**config.mk**
```make
export PLATFORM = sky130hd
export DESIGN_NAME = lsr_pulse_ctrl
export DESIGN_NICKNAME = d
export VERILOG_FILES = /design/src/rtl/lsr_pulse_ctrl.sv
export SDC_FILE = /design/constraint.sdc
export NUM_CORES = 1
export LEC_CHECK = 0
export CORE_MARGIN = 2
export CORE_UTILIZATION = 50
export DETAILED_ROUTE_END_ITERATION = 7
export PLACE_DENSITY = 0.84
export SLEW_MARGIN = 10
export SYNTH_ARGS = -nofsm -noshare
export SYNTH_HDL_FRONTEND = slang
export SYNTH_SLANG_ARGS = --single-unit
export TNS_END_PERCENT = 30
```
**constraint.sdc**
```tcl
create_clock -name CP -period 2.35 [get_ports CP]
set_input_delay 0.235 -clock CP [delete_from_list [all_inputs] [get_ports CP]]
set_output_delay 0.235 -clock CP [all_outputs]
set_load 0.005 [all_outputs]
```
**src/rtl/lsr_pulse_ctrl.sv**
```systemverilog
// Drives active-low set/reset pulses into an SR latch with a dead time after each pulse.
// A synchronised copy of the latch output confirms the pulse took effect (DONE) or times out (ERR).
module lsr_pulse_ctrl #(
    parameter int PW          = 2,
    parameter int DT          = 1,
    parameter int TO          = 8,
    parameter int SYNC_STAGES = 2
) (
    input  logic CP,
    input  logic CD,
    input  logic REQ_VALID,
    output logic REQ_READY,
    input  logic REQ_VAL,
    output logic S_N,
    output logic R_N,
    input  logic Q_FB,
    output logic STATE_Q,
    output logic DONE,
    output logic ERR
);

    localparam int MAX_PD  = (PW > DT) ? PW : DT;
    localparam int MAX_CNT = (MAX_PD > TO) ? MAX_PD : TO;
    localparam int CW      = $clog2(MAX_CNT + 1);

    localparam logic [CW-1:0] PW_LOAD = CW'(PW - 1);
    localparam logic [CW-1:0] DT_LOAD = CW'(DT - 1);
    localparam logic [CW-1:0] TO_LOAD = CW'(TO - 1);
    localparam logic [CW-1:0] CNT_ONE = CW'(1);

    typedef enum logic [1:0] {
        IDLE,
        PULSE,
        DEAD,
        CHECK
    } state_t;

    state_t                 state;
    state_t                 next_state;
    logic [CW-1:0]          cnt;
    logic [CW-1:0]          next_cnt;
    logic                   target;
    logic                   next_target;
    logic                   next_s_n;
    logic                   next_r_n;
    logic                   next_done;
    logic                   next_err;
    logic [SYNC_STAGES-1:0] sync_q;

    // Q_FB is asynchronous to CP, so it passes through a plain shift-register synchroniser.
    always_ff @(posedge CP or negedge CD) begin
        if (!CD) begin
            sync_q <= '0;
        end else begin
            sync_q <= {sync_q[SYNC_STAGES-2:0], Q_FB};
        end
    end

    assign STATE_Q   = sync_q[SYNC_STAGES-1];
    assign REQ_READY = (state == IDLE);

    always_ff @(posedge CP or negedge CD) begin
        if (!CD) begin
            state  <= IDLE;
            cnt    <= '0;
            target <= 1'b0;
            S_N    <= 1'b1;
            R_N    <= 1'b1;
            DONE   <= 1'b0;
            ERR    <= 1'b0;
        end else begin
            state  <= next_state;
            cnt    <= next_cnt;
            target <= next_target;
            S_N    <= next_s_n;
            R_N    <= next_r_n;
            DONE   <= next_done;
            ERR    <= next_err;
        end
    end

    // Pulse outputs come from the next state so they are registered and cannot glitch or overlap.
    always_comb begin
        next_state  = state;
        next_cnt    = cnt;
        next_target = target;
        next_s_n    = 1'b1;
        next_r_n    = 1'b1;
        next_done   = 1'b0;
        next_err    = 1'b0;

        unique case (state)
            IDLE: begin
                if (REQ_VALID) begin
                    next_state  = PULSE;
                    next_cnt    = PW_LOAD;
                    next_target = REQ_VAL;
                    next_s_n    = ~REQ_VAL;
                    next_r_n    = REQ_VAL;
                end
            end
            PULSE: begin
                if (cnt == '0) begin
                    next_state = DEAD;
                    next_cnt   = DT_LOAD;
                end else begin
                    next_cnt = cnt - CNT_ONE;
                    next_s_n = ~target;
                    next_r_n = target;
                end
            end
            DEAD: begin
                if (cnt == '0) begin
                    next_state = CHECK;
                    next_cnt   = TO_LOAD;
                end else begin
                    next_cnt = cnt - CNT_ONE;
                end
            end
            CHECK: begin
                if (STATE_Q == target) begin
                    next_state = IDLE;
                    next_done  = 1'b1;
                end else if (cnt == '0) begin
                    next_state = IDLE;
                    next_err   = 1'b1;
                end else begin
                    next_cnt = cnt - CNT_ONE;
                end
            end
            default: begin
                next_state = IDLE;
            end
        endcase
    end

endmodule

```
# Word level (Yosys, flattened, before mapping)
# Index checks and enable logic that the tools add are counted.
# word_totals
reg_bits,13
latchBits,0
mem_bits_rw,0
romBits,0
in_bits,5
out_inout_bits,6
wordCells,49
memories,0
# classes
add_sub_neg,1
multipliers,0
n_div,0
order_cmp,0
eq_ne,10
shift,0
mux,23
bitwise_logic,2
n_reduce_logical,5
# op_table
cell,n
$mux W4,5
$pmux W4 S4,1
$mux W2,5
$ne A2 B2 Y1 const B,5
$mux W1,9
$pmux W2 S4,1
$eq A2 B2 Y1 const B,2
$logic_not A4 Y1,1
$pmux W1 S2,2
$reduce_and A4 Y1,1
$sub A4 B1 Y4 const B,1
$ne A3 B3 Y1 const B,1
$reduce_and A3 Y1,1
$eq A2 B1 Y1 const B,1
$logic_not A2 Y1,1
$not A1 Y1,2
$reduce_and A2 Y1,1
$eq A1 B1 Y1,1

# Depth between registers and ports, before layout
# Gate-level depths: netlist (run 1).
# depth
depth_word,4
depth_mapped,7

# Least setup slack after synthesis (run 1)
# No wires, ideal clock.
# synth_timing
kind,register -> register
from,reg cnt[0]
to,reg state[1]
setup_ps,128
arrival_ps,1642
t_required_ps,2222
slack_ps,581
path_stages_with_launch,7
n_path_buf,1
period_less_slack_ps,1769
path_cell_list,dfrtp_1 -> inv_1 -> ha_1 -> or3b_1 -> buf_6 -> a21oi_2 -> mux2_1
# synth_via
elab_chain_len,3
word_cells_on_any_way,5
cone_classes,eq/ne (3); reduce/logical (2)
# synth_lines
element,line,rtl
from (decl),40,logic [CW-1:0] cnt;
from (signal assigned),73,cnt <= next_cnt;
$logic_not A4 Y1 *,"103, 113, 124",
$ne A3 B3 Y1 (no line) or $ne A2 B2 Y1 (tied branches),--,
$reduce_and A4 Y1 (no line) *,--,
to (signal assigned),72,state <= next_state;
to (decl),38,state_t state;
# Mark *: on every way between the ends. The rest lies on a longest branch, timed or not.
# A chain may end at the register's enable or synchronous reset.

# Final worst setup path (run 1)
# layout_timing
from,reg state[1]
to,out REQ_READY
# layout_via
elab_chain_len,1
# layout_lines
element,line,rtl
$logic_not A2 Y1,60,assign REQ_READY = (state == IDLE);
to (decl),12,"output logic REQ_READY,"
# No other way between the ends.

==> impl_metrics.py, run 1 <==
metrics = {
    "clock_tree": {
        "cts-root-buf": "clkbuf_4",
        "path_clk_slew_ps": 90,
        "hold_buffers": 0,
        "clock_latency_ps": 280,
        "post-cts-setup-buffer-count": 0,
        "cts_buffer_depth": 2,
        "cts_resized": 0,
        "cts_tree": "done",
        "h-tree-depth": 1,
        "cts.sinks": 13,
        "cts_buffers": 3,
    },
    "timing": {
        "hold_violations": 0,
        "tightest_slew_ps": 564.9,
        "period_share": 0.9246,
        "setup_tns_ps": 0,
        "setup_viol": 0,
        "drv_slew": 0,
        "max_freq_mhz": 460.2,
        "maxSlewHeadroom": 0.6222,
        "rsz0062_at_grt": "false",
        "worst_clock_skew_ps": 4.888,
        "layout_min_cycle_time_ps": 2173,
    },
    "global_route": {
        "grt_first_pass_wirelength_mm": 2.484,
        "grt_usage": 0.1867,
        "grt_pass1_vias": 547,
        "grt-ovfl-total": 0,
        "antenna_found_initial": 0,
        "grt_max_degree": 14,
    },
    "route": {
        "top_layer": "met4",
        "antenna_left": 0,
        "firstDrtPassIters": 5,
        "wl_per_cell_um": 15.56,
        "dr_wl_met2_um": 737,
        "drc_errors": 0,
        "drt_iter0_drc": 14,
        "via_count": 582,
        "avgViaCountPerCell": 5.879,
        "wl_met3_um": 56,
        "met1_length_um": 682,
        "wirelength_mm": 1.540,
    },
    "synthesis": {
        "yosysWarnings": 0,
        "syn_inst": 72,
        "syn_avg_cell_area_um2": 10.77,
        "synth_area_leader_cell": "dfrtp_1",
        "ys_seq_elements": 13,
        "synth_area_um2": 775.7,
        "synth_top_area_share": 0.3548,
        "seq_area_frac_synth": 0.4226,
        "ys_types": 31,
        "synth_nets": 83,
        "synth.area.top_cells": "dfrtp_1 (35%), ha_1 (9.7%), dfstp_2 (6.8%)",
    },
    "outcome": {
        "status": "finished clean",
    },
    "die": {
        "die_w_um": 43.39,
        "die_y_um": 43.39,
        "die-area_um2": 1883,
        "ioPinCount": 11,
        "rows": 14,
        "start_util": 0.5272,
        "core_area_um2": 1471,
    },
    "finish": {
        "area_growth_pct": 16.29,
        "nNetsFinal": 95,
        "final_common_cell": "dfrtp_1",
        "drive_gt1_frac": 0.1446,
        "layout_common_cells": "dfrtp_1 (11), clkdlybuf4s50_1 (10), nand2_1 (8)",
        "fill_cells": 123,
        "n_antenna_cell": 0,
    },
    "critical_path": {
        "critical_path_depth": 3,
        "crit_arrival_ps": 1940,
        "rrSetupSlack_ps": 310,
        "reg2reg_depth": 5,
        "end_kind": "output pin",
        "timing.rr.end": "state[1]",
        "path_cells": "inv_1, ha_1, clkdlybuf4s50_1",
        "cp_slowest_stage_delay_ps": 600,
        "rr_startpoint": "cnt[0]",
        "required_ps": 2120,
        "crit_path_top_delay_cell": "clkdlybuf4s50_1",
        "critPathBufInv": 2,
        "crit_type": "flop to output pin",
        "start_kind": "flop",
        "crit_fanout": 13,
        "cpLargestDelayFamily": "buffers and inverters",
    },
    "place": {
        "routabilityCongestion": 0.7912,
        "io_buffer_count": 10,
        "dp.final_hpwl_mm": 1.142,
    },
    "power_and_ir_drop": {
        "p_switching_mw": 0.6071,
        "p_int_mw": 0.7673,
        "pwr-share-clk": 0.105,
        "irDropWorstVdd_v": 0.0008241,
        "combPwrFrac": 0.602,
        "p_seq_frac": 0.292,
        "power_mw": 1.374,
        "p_per_area_nw_per_um2": 1524,
        "p_sw_frac": 0.4417,
        "leakage_nw": 0.3884,
    },
    "min_path": {
        "hold_class": "primary input to asynchronous set/reset pin",
    },
    "flow_run": {
        "max-cap-violations": 0,
    },
}
-- layout make-up --
class                      count  area (µm²)  area share
clock buffer                   4       26.28     0.02913
inverter                       7       26.28     0.02913
multi-input combinational     49       401.6      0.4452
sequential                    13       327.8      0.3634
tap                           16       20.02     0.02219
timing repair buffer          10       100.1      0.1110
-- flip-flops by register name, summed over array words and instances (netlist names) --
name,count
DONE,1
S_N,1
ERR,1
R_N,1
state,2
sync_q,2
cnt,4
target,1
-- cell families (layout without fill, tap and decap cells) --
kind of cell	count (synthesis)	after routing	synth area share
mux	2	2	0.02903
fa+ha+maj	6	6	0.09677
xor+xnor	2	2	0.03227
simple gates	18	18	0.1129
buf+inv	10	21	0.05967
compound gates	21	21	0.2468
flops	13	13	0.4226
-- worst max path at each step --
stage / to / slack, ps / start
3_5_place_dp: state[1] / 350 / cnt[0]
5_1_grt: REQ_READY / 80 / state[1]
4_1_cts: REQ_READY / 160 / state[1]
3_3_place_gp: state[1] / 450 / cnt[0]
2_1_floorplan: state[1] / 580 / cnt[0]
6_report: REQ_READY / 180 / state[1]
-- routing by layer --
metal | vias to the layer above | global-route usage
met5 | - | 0
met4 | 0 | 0.1273
met3 | 9 | 0.02500
met2 | 18 | 0.3075
met1 | 281 | 0.2264
li1 | 274 | -
-- power by group through the flow --
stage	Combinational (mW)	Clock, mW	Sequential (mW)
finish	0.828	0.145	0.401
global route	0.897	0.158	0.413
CTS	0.820	0.147	0.400
global placement	0.769	0	0.401
detailed placement	0.817	0	0.405
floorplan	0.624	0	0.394
-- cells in the mapped netlist --
cell type,number
a2111oi_4,1
a211o_1,1
a211oi_1,1
a211oi_2,1
a21oi_1,2
a21oi_2,2
a21oi_4,1
a22o_1,2
and2b_1,1
buf_2,1
buf_6,1
clkbuf_1,1
dfrtp_1,11
dfstp_2,2
ha_1,6
inv_1,7
mux2_1,2
nand2_1,8
nor2_1,4
nor3_1,2
nor3b_1,1
o211ai_1,2
o21ai_0,3
o2bb2ai_1,2
o31ai_1,1
o32a_1,1
o41ai_1,1
or2_4,1
or3b_1,1
xnor2_1,1
xor2_2,1
-- metrics by stage --
step | hold slack (ps) | setup WS, ps | utilization | area, µm² | std cells
2_1_floorplan | -60.59 | 580.9 | - | 775.7 | 72
3_3_place_gp | 338.4 | 451.3 | 0.5952 | 875.8 | 95
3_5_place_dp | 347.8 | 354.0 | 0.5952 | 875.8 | 95
4_1_cts | 331.5 | 164.3 | 0.6131 | 902.1 | 99
5_1_grt | 369.7 | 84.94 | 0.6131 | 902.1 | 99
6_report | 307.5 | 177.1 | 0.6131 | 902.1 | 99
(Power assumes the default switching activity.)
==> inputs of run 2 (changes only) <==
ABC_CLOCK_PERIOD_IN_PS = 2350   (was unset)
CORE_UTILIZATION = 51   (was 50)
PLACE_DENSITY = 0.85   (was 0.84)
==> impl_metrics.py, run 2 (synthesis results as in run 1) <==
metrics = {
    "critical_path": {
        "critical_path_depth": 3,
        "cp_slowest_stage_delay_ps": 610,
        "crit_arrival_ps": 1930,
        "crit_fanout": 13,
        "required_ps": 2120,
        "end_kind": "output pin",
        "crit_type": "flop to output pin",
        "reg2reg_depth": 6,
        "critPathBufInv": 2,
        "crit_path_top_delay_cell": "clkdlybuf4s50_1",
        "start_kind": "flop",
        "cpLargestDelayFamily": "buffers and inverters",
        "path_cells": "inv_1, ha_1, clkdlybuf4s50_1",
    },
    "global_route": {
        "grt_pass1_vias": 540,
        "grt_first_pass_wirelength_mm": 2.401,
        "grt-ovfl-total": 0,
        "antenna_found_initial": 0,
        "grt_max_degree": 14,
        "grt_usage": 0.1788,
    },
    "die": {
        "start_util": 0.5272,
        "ioPinCount": 11,
        "die_y_um": 43,
        "rows": 14,
        "core_area_um2": 1471,
        "die_w_um": 43,
        "die-area_um2": 1849,
    },
    "clock_tree": {
        "post-cts-setup-buffer-count": 0,
        "cts_buffer_depth": 2,
        "cts_buffers": 3,
        "clock_latency_ps": 290,
        "cts-root-buf": "clkbuf_4",
        "cts_resized": 0,
        "h-tree-depth": 1,
        "hold_buffers": 0,
        "cts.sinks": 13,
        "path_clk_slew_ps": 80,
        "cts_tree": "done",
    },
    "timing": {
        "setup_viol": 0,
        "setup_tns_ps": 0,
        "max_freq_mhz": 461.3,
        "rsz0062_at_grt": "false",
        "drv_slew": 0,
        "tightest_slew_ps": 580.2,
        "worst_clock_skew_ps": 2.642,
        "period_share": 0.9225,
        "hold_violations": 0,
        "finalWorstSetupSlack_ps": 182.0,
        "maxSlewHeadroom": 0.6120,
        "layout_min_cycle_time_ps": 2168,
        "whs_ps": 305.7,
    },
    "finish": {
        "largest-register": "cnt",
        "nNetsFinal": 95,
        "drive_gt1_frac": 0.1446,
        "n_antenna_cell": 0,
        "final_common_cell": "dfrtp_1",
        "final_cell_count_no_fill": 99,
        "largest_reg_flops": 4,
        "area_growth_pct": 16.29,
        "top_regs": "cnt x4, state x2, sync_q x2",
        "layout_common_cells": "dfrtp_1 (11), clkdlybuf4s50_1 (10), nand2_1 (8)",
    },
    "route": {
        "wl_per_cell_um": 13.76,
        "via_count": 548,
        "drt_iter0_drc": 8,
        "firstDrtPassIters": 5,
        "antenna_left": 0,
        "wirelength_mm": 1.362,
        "avgViaCountPerCell": 5.535,
        "drc_errors": 0,
    },
    "power_and_ir_drop": {
        "p_per_area_nw_per_um2": 1492,
        "irDropWorstVdd_v": 0.0007482,
        "leakage_nw": 0.3884,
    },
    "flow_run": {
        "max-cap-violations": 0,
    },
    "place": {
        "dp.final_hpwl_mm": 1.024,
        "dp_slack_ps": 373.4,
        "dp_cells": 95,
        "io_buffer_count": 10,
        "routabilityCongestion": 0.8398,
    },
    "outcome": {
        "status": "finished clean",
    },
    "min_path": {
        "hold_class": "primary input to asynchronous set/reset pin",
    },
}
-- run 2: power by group --
part | internal [mW] | total [mW] | switching, mW
Clock | 0.0663 | 0.145 | 0.0790
Sequential | 0.322 | 0.399 | 0.0770
Combinational | 0.377 | 0.802 | 0.424
-- run 2: worst reg2reg max path, cell delays in order (launching register included) --
cell and delay, ps:
dfrtp_1 420, inv_1 150, ha_1 210, or3b_1 560, a21oi_2 280, o2bb2ai_1 100, a22o_1 200
-- run 2: per-layer routing --
metal | part of all wire | GRT usage
met1 | 0.45 | 0.2308
met2 | 0.50 | 0.2727
met3 | 0.034 | 0.05106
met4 | 0.023 | 0.09091
met5 | 0 | 0
-- run 2: worst paths after layout --
kind | start | endpoint | slack, ps
worst min-delay path | CD | target | 310
min in group CP | sync_q[0] | sync_q[1] | 360
worst max register to register | cnt[0] | cnt[1] | 330
max in group asynchronous | CD | ERR | 1660
worst max-delay path | state[1] | REQ_READY | 180
worst min register to register | sync_q[0] | sync_q[1] | 360
-- run 2: area by class of cell --
type | count | area [µm²]
sequential | 13 | 327.8
multi-input combinational | 49 | 401.6
clock buffer | 4 | 26.28
tap | 16 | 20.02
inverter | 7 | 26.28
fill | 135 | 569.3
timing repair buffer | 10 | 100.1
-- run 2: metrics by stage --
| step | instance area, µm² | total power [mW] | util |
|---|---|---|---|
| 2_1_floorplan | 775.7 | 1.018 | - |
| 3_3_place_gp | 875.8 | 1.167 | 0.5952 |
| 3_5_place_dp | 875.8 | 1.198 | 0.5952 |
| 4_1_cts | 902.1 | 1.344 | 0.6131 |
| 5_1_grt | 902.1 | 1.448 | 0.6131 |
| 6_report | 902.1 | 1.346 | 0.6131 |
==> inputs of run 3 (changes only) <==
CORE_UTILIZATION = 45   (was 51)
PLACE_DENSITY = 0.78   (was 0.85)
==> impl_metrics.py, run 3 (synthesis results as in run 1) <==
metrics = {
    "clock_tree": {
        "cts_tree": "done",
        "cts_buffer_depth": 2,
        "cts_buffers": 3,
        "post-cts-setup-buffer-count": 0,
        "clock_latency_ps": 280,
        "hold_buffers": 0,
        "cts_resized": 0,
        "cts.sinks": 13,
        "h-tree-depth": 1,
        "path_clk_slew_ps": 80,
        "cts-root-buf": "clkbuf_4",
    },
    "place": {
        "routabilityCongestion": 0.8206,
        "io_buffer_count": 10,
        "dp_slack_ps": 351.9,
        "dp.final_hpwl_um": 986.6,
    },
    "critical_path": {
        "end_kind": "output pin",
        "required_ps": 2120,
        "start_kind": "flop",
        "crit_type": "flop to output pin",
        "crit_arrival_ps": 1890,
        "crit_fanout": 13,
    },
    "outcome": {
        "status": "finished clean",
    },
    "flow_run": {
        "max-cap-violations": 0,
    },
    "timing": {
        "max_freq_mhz": 469.6,
        "finalWorstSetupSlack_ps": 220.6,
        "drv_slew": 0,
        "rsz0062_at_grt": "false",
        "setup_tns_ps": 0,
        "tightest_slew_ps": 577.1,
        "hold_violations": 0,
        "layout_min_cycle_time_ps": 2129,
        "setup_viol": 0,
        "maxSlewHeadroom": 0.6141,
        "period_share": 0.9061,
        "worst_clock_skew_ps": 0.8753,
    },
    "global_route": {
        "grt_usage": 0.1554,
        "antenna_found_initial": 0,
        "grt-ovfl-total": 0,
        "grt_first_pass_wirelength_mm": 2.180,
        "grt_pass1_vias": 500,
        "grt_max_degree": 14,
    },
    "die": {
        "die_w_um": 45.52,
        "core_area_um2": 1670,
        "ioPinCount": 11,
        "rows": 15,
        "die-area_um2": 2072,
        "start_util": 0.4644,
        "die_y_um": 45.52,
    },
    "finish": {
        "top_regs": "cnt x4, state x2, sync_q x2",
        "largest_reg_flops": 4,
        "fill_cells": 143,
        "final_common_cell": "dfrtp_1",
        "layout_common_cells": "dfrtp_1 (11), clkdlybuf4s50_1 (10), nand2_1 (8)",
        "nNetsFinal": 95,
        "final_util": 0.5408,
        "n_antenna_cell": 0,
        "drive_gt1_frac": 0.1446,
        "largest-register": "cnt",
        "area_growth_pct": 16.45,
    },
    "route": {
        "wl_per_cell_um": 13.15,
        "drc_errors": 0,
        "avgViaCountPerCell": 5.650,
        "via_count": 565,
        "firstDrtPassIters": 4,
        "drt_iter0_drc": 11,
        "antenna_left": 0,
        "wirelength_mm": 1.315,
    },
    "min_path": {
        "hold_class": "primary input to asynchronous set/reset pin",
    },
    "power_and_ir_drop": {
        "irDropWorstVdd_v": 0.0008310,
        "leakage_nw": 0.3884,
        "p_per_area_nw_per_um2": 1472,
    },
}
[run 3: cell counts in the layout (fill, tap and decap cells not counted)]
No cell type changed its count.
[run 3: power breakdown]
part           total [mW]  internal [mW]  switching (mW)
Sequential          0.399          0.322          0.0772
Clock               0.139         0.0659          0.0731
Combinational       0.792          0.377           0.415
[run 3: stage by stage]
stage	hold WS (ps)	total power [mW]	std cells	cell area, µm²
after floorplan	-60.59	1.018	72	775.7
after global placement	336.4	1.171	96	877.1
after detailed placement	345.0	1.192	96	877.1
after CTS	350.3	1.335	100	903.4
after global routing	374.8	1.430	100	903.4
final	320.7	1.330	100	903.4
[run 3: cell type report]
cell class / instances / area [µm²] / share of cell area
multi-input combinational: 49 / 401.6 / 0.4446
clock buffer: 4 / 26.28 / 0.02909
inverter: 7 / 26.28 / 0.02909
timing repair buffer: 10 / 100.1 / 0.1108
tap: 17 / 21.27 / 0.02355
sequential: 13 / 327.8 / 0.3629
[run 3: final timing paths]
check / end / slack [ps] / start / cells after the start
worst max-delay path: REQ_READY / 220 / state[1] / 3
worst min-delay path: ERR / 320 / CD / 1
worst max register to register: state[1] / 340 / cnt[0] / 5
worst min register to register: sync_q[1] / 360 / sync_q[0] / 0
max in group asynchronous: sync_q[1] / 1650 / CD / 1
min in group CP: sync_q[1] / 360 / sync_q[0] / 0
[run 3: worst max-delay path, stage by stage, from the launching register on]
cell and delay [ps]:
dfrtp_1 450, inv_1 110, ha_1 460, clkdlybuf4s50_1 600
[run 3: routing by layer]
layer / part of all wire / wire (µm) / track usage / vias to the layer above
li1: - / - / - / 277
met1: 0.45 / 597 / 0.1935 / 268
met2: 0.49 / 642 / 0.2366 / 16
met3: 0.032 / 42 / 0.02381 / 4
met4: 0.025 / 33 / 0.1235 / 0
met5: 0 / 0 / 0 / -
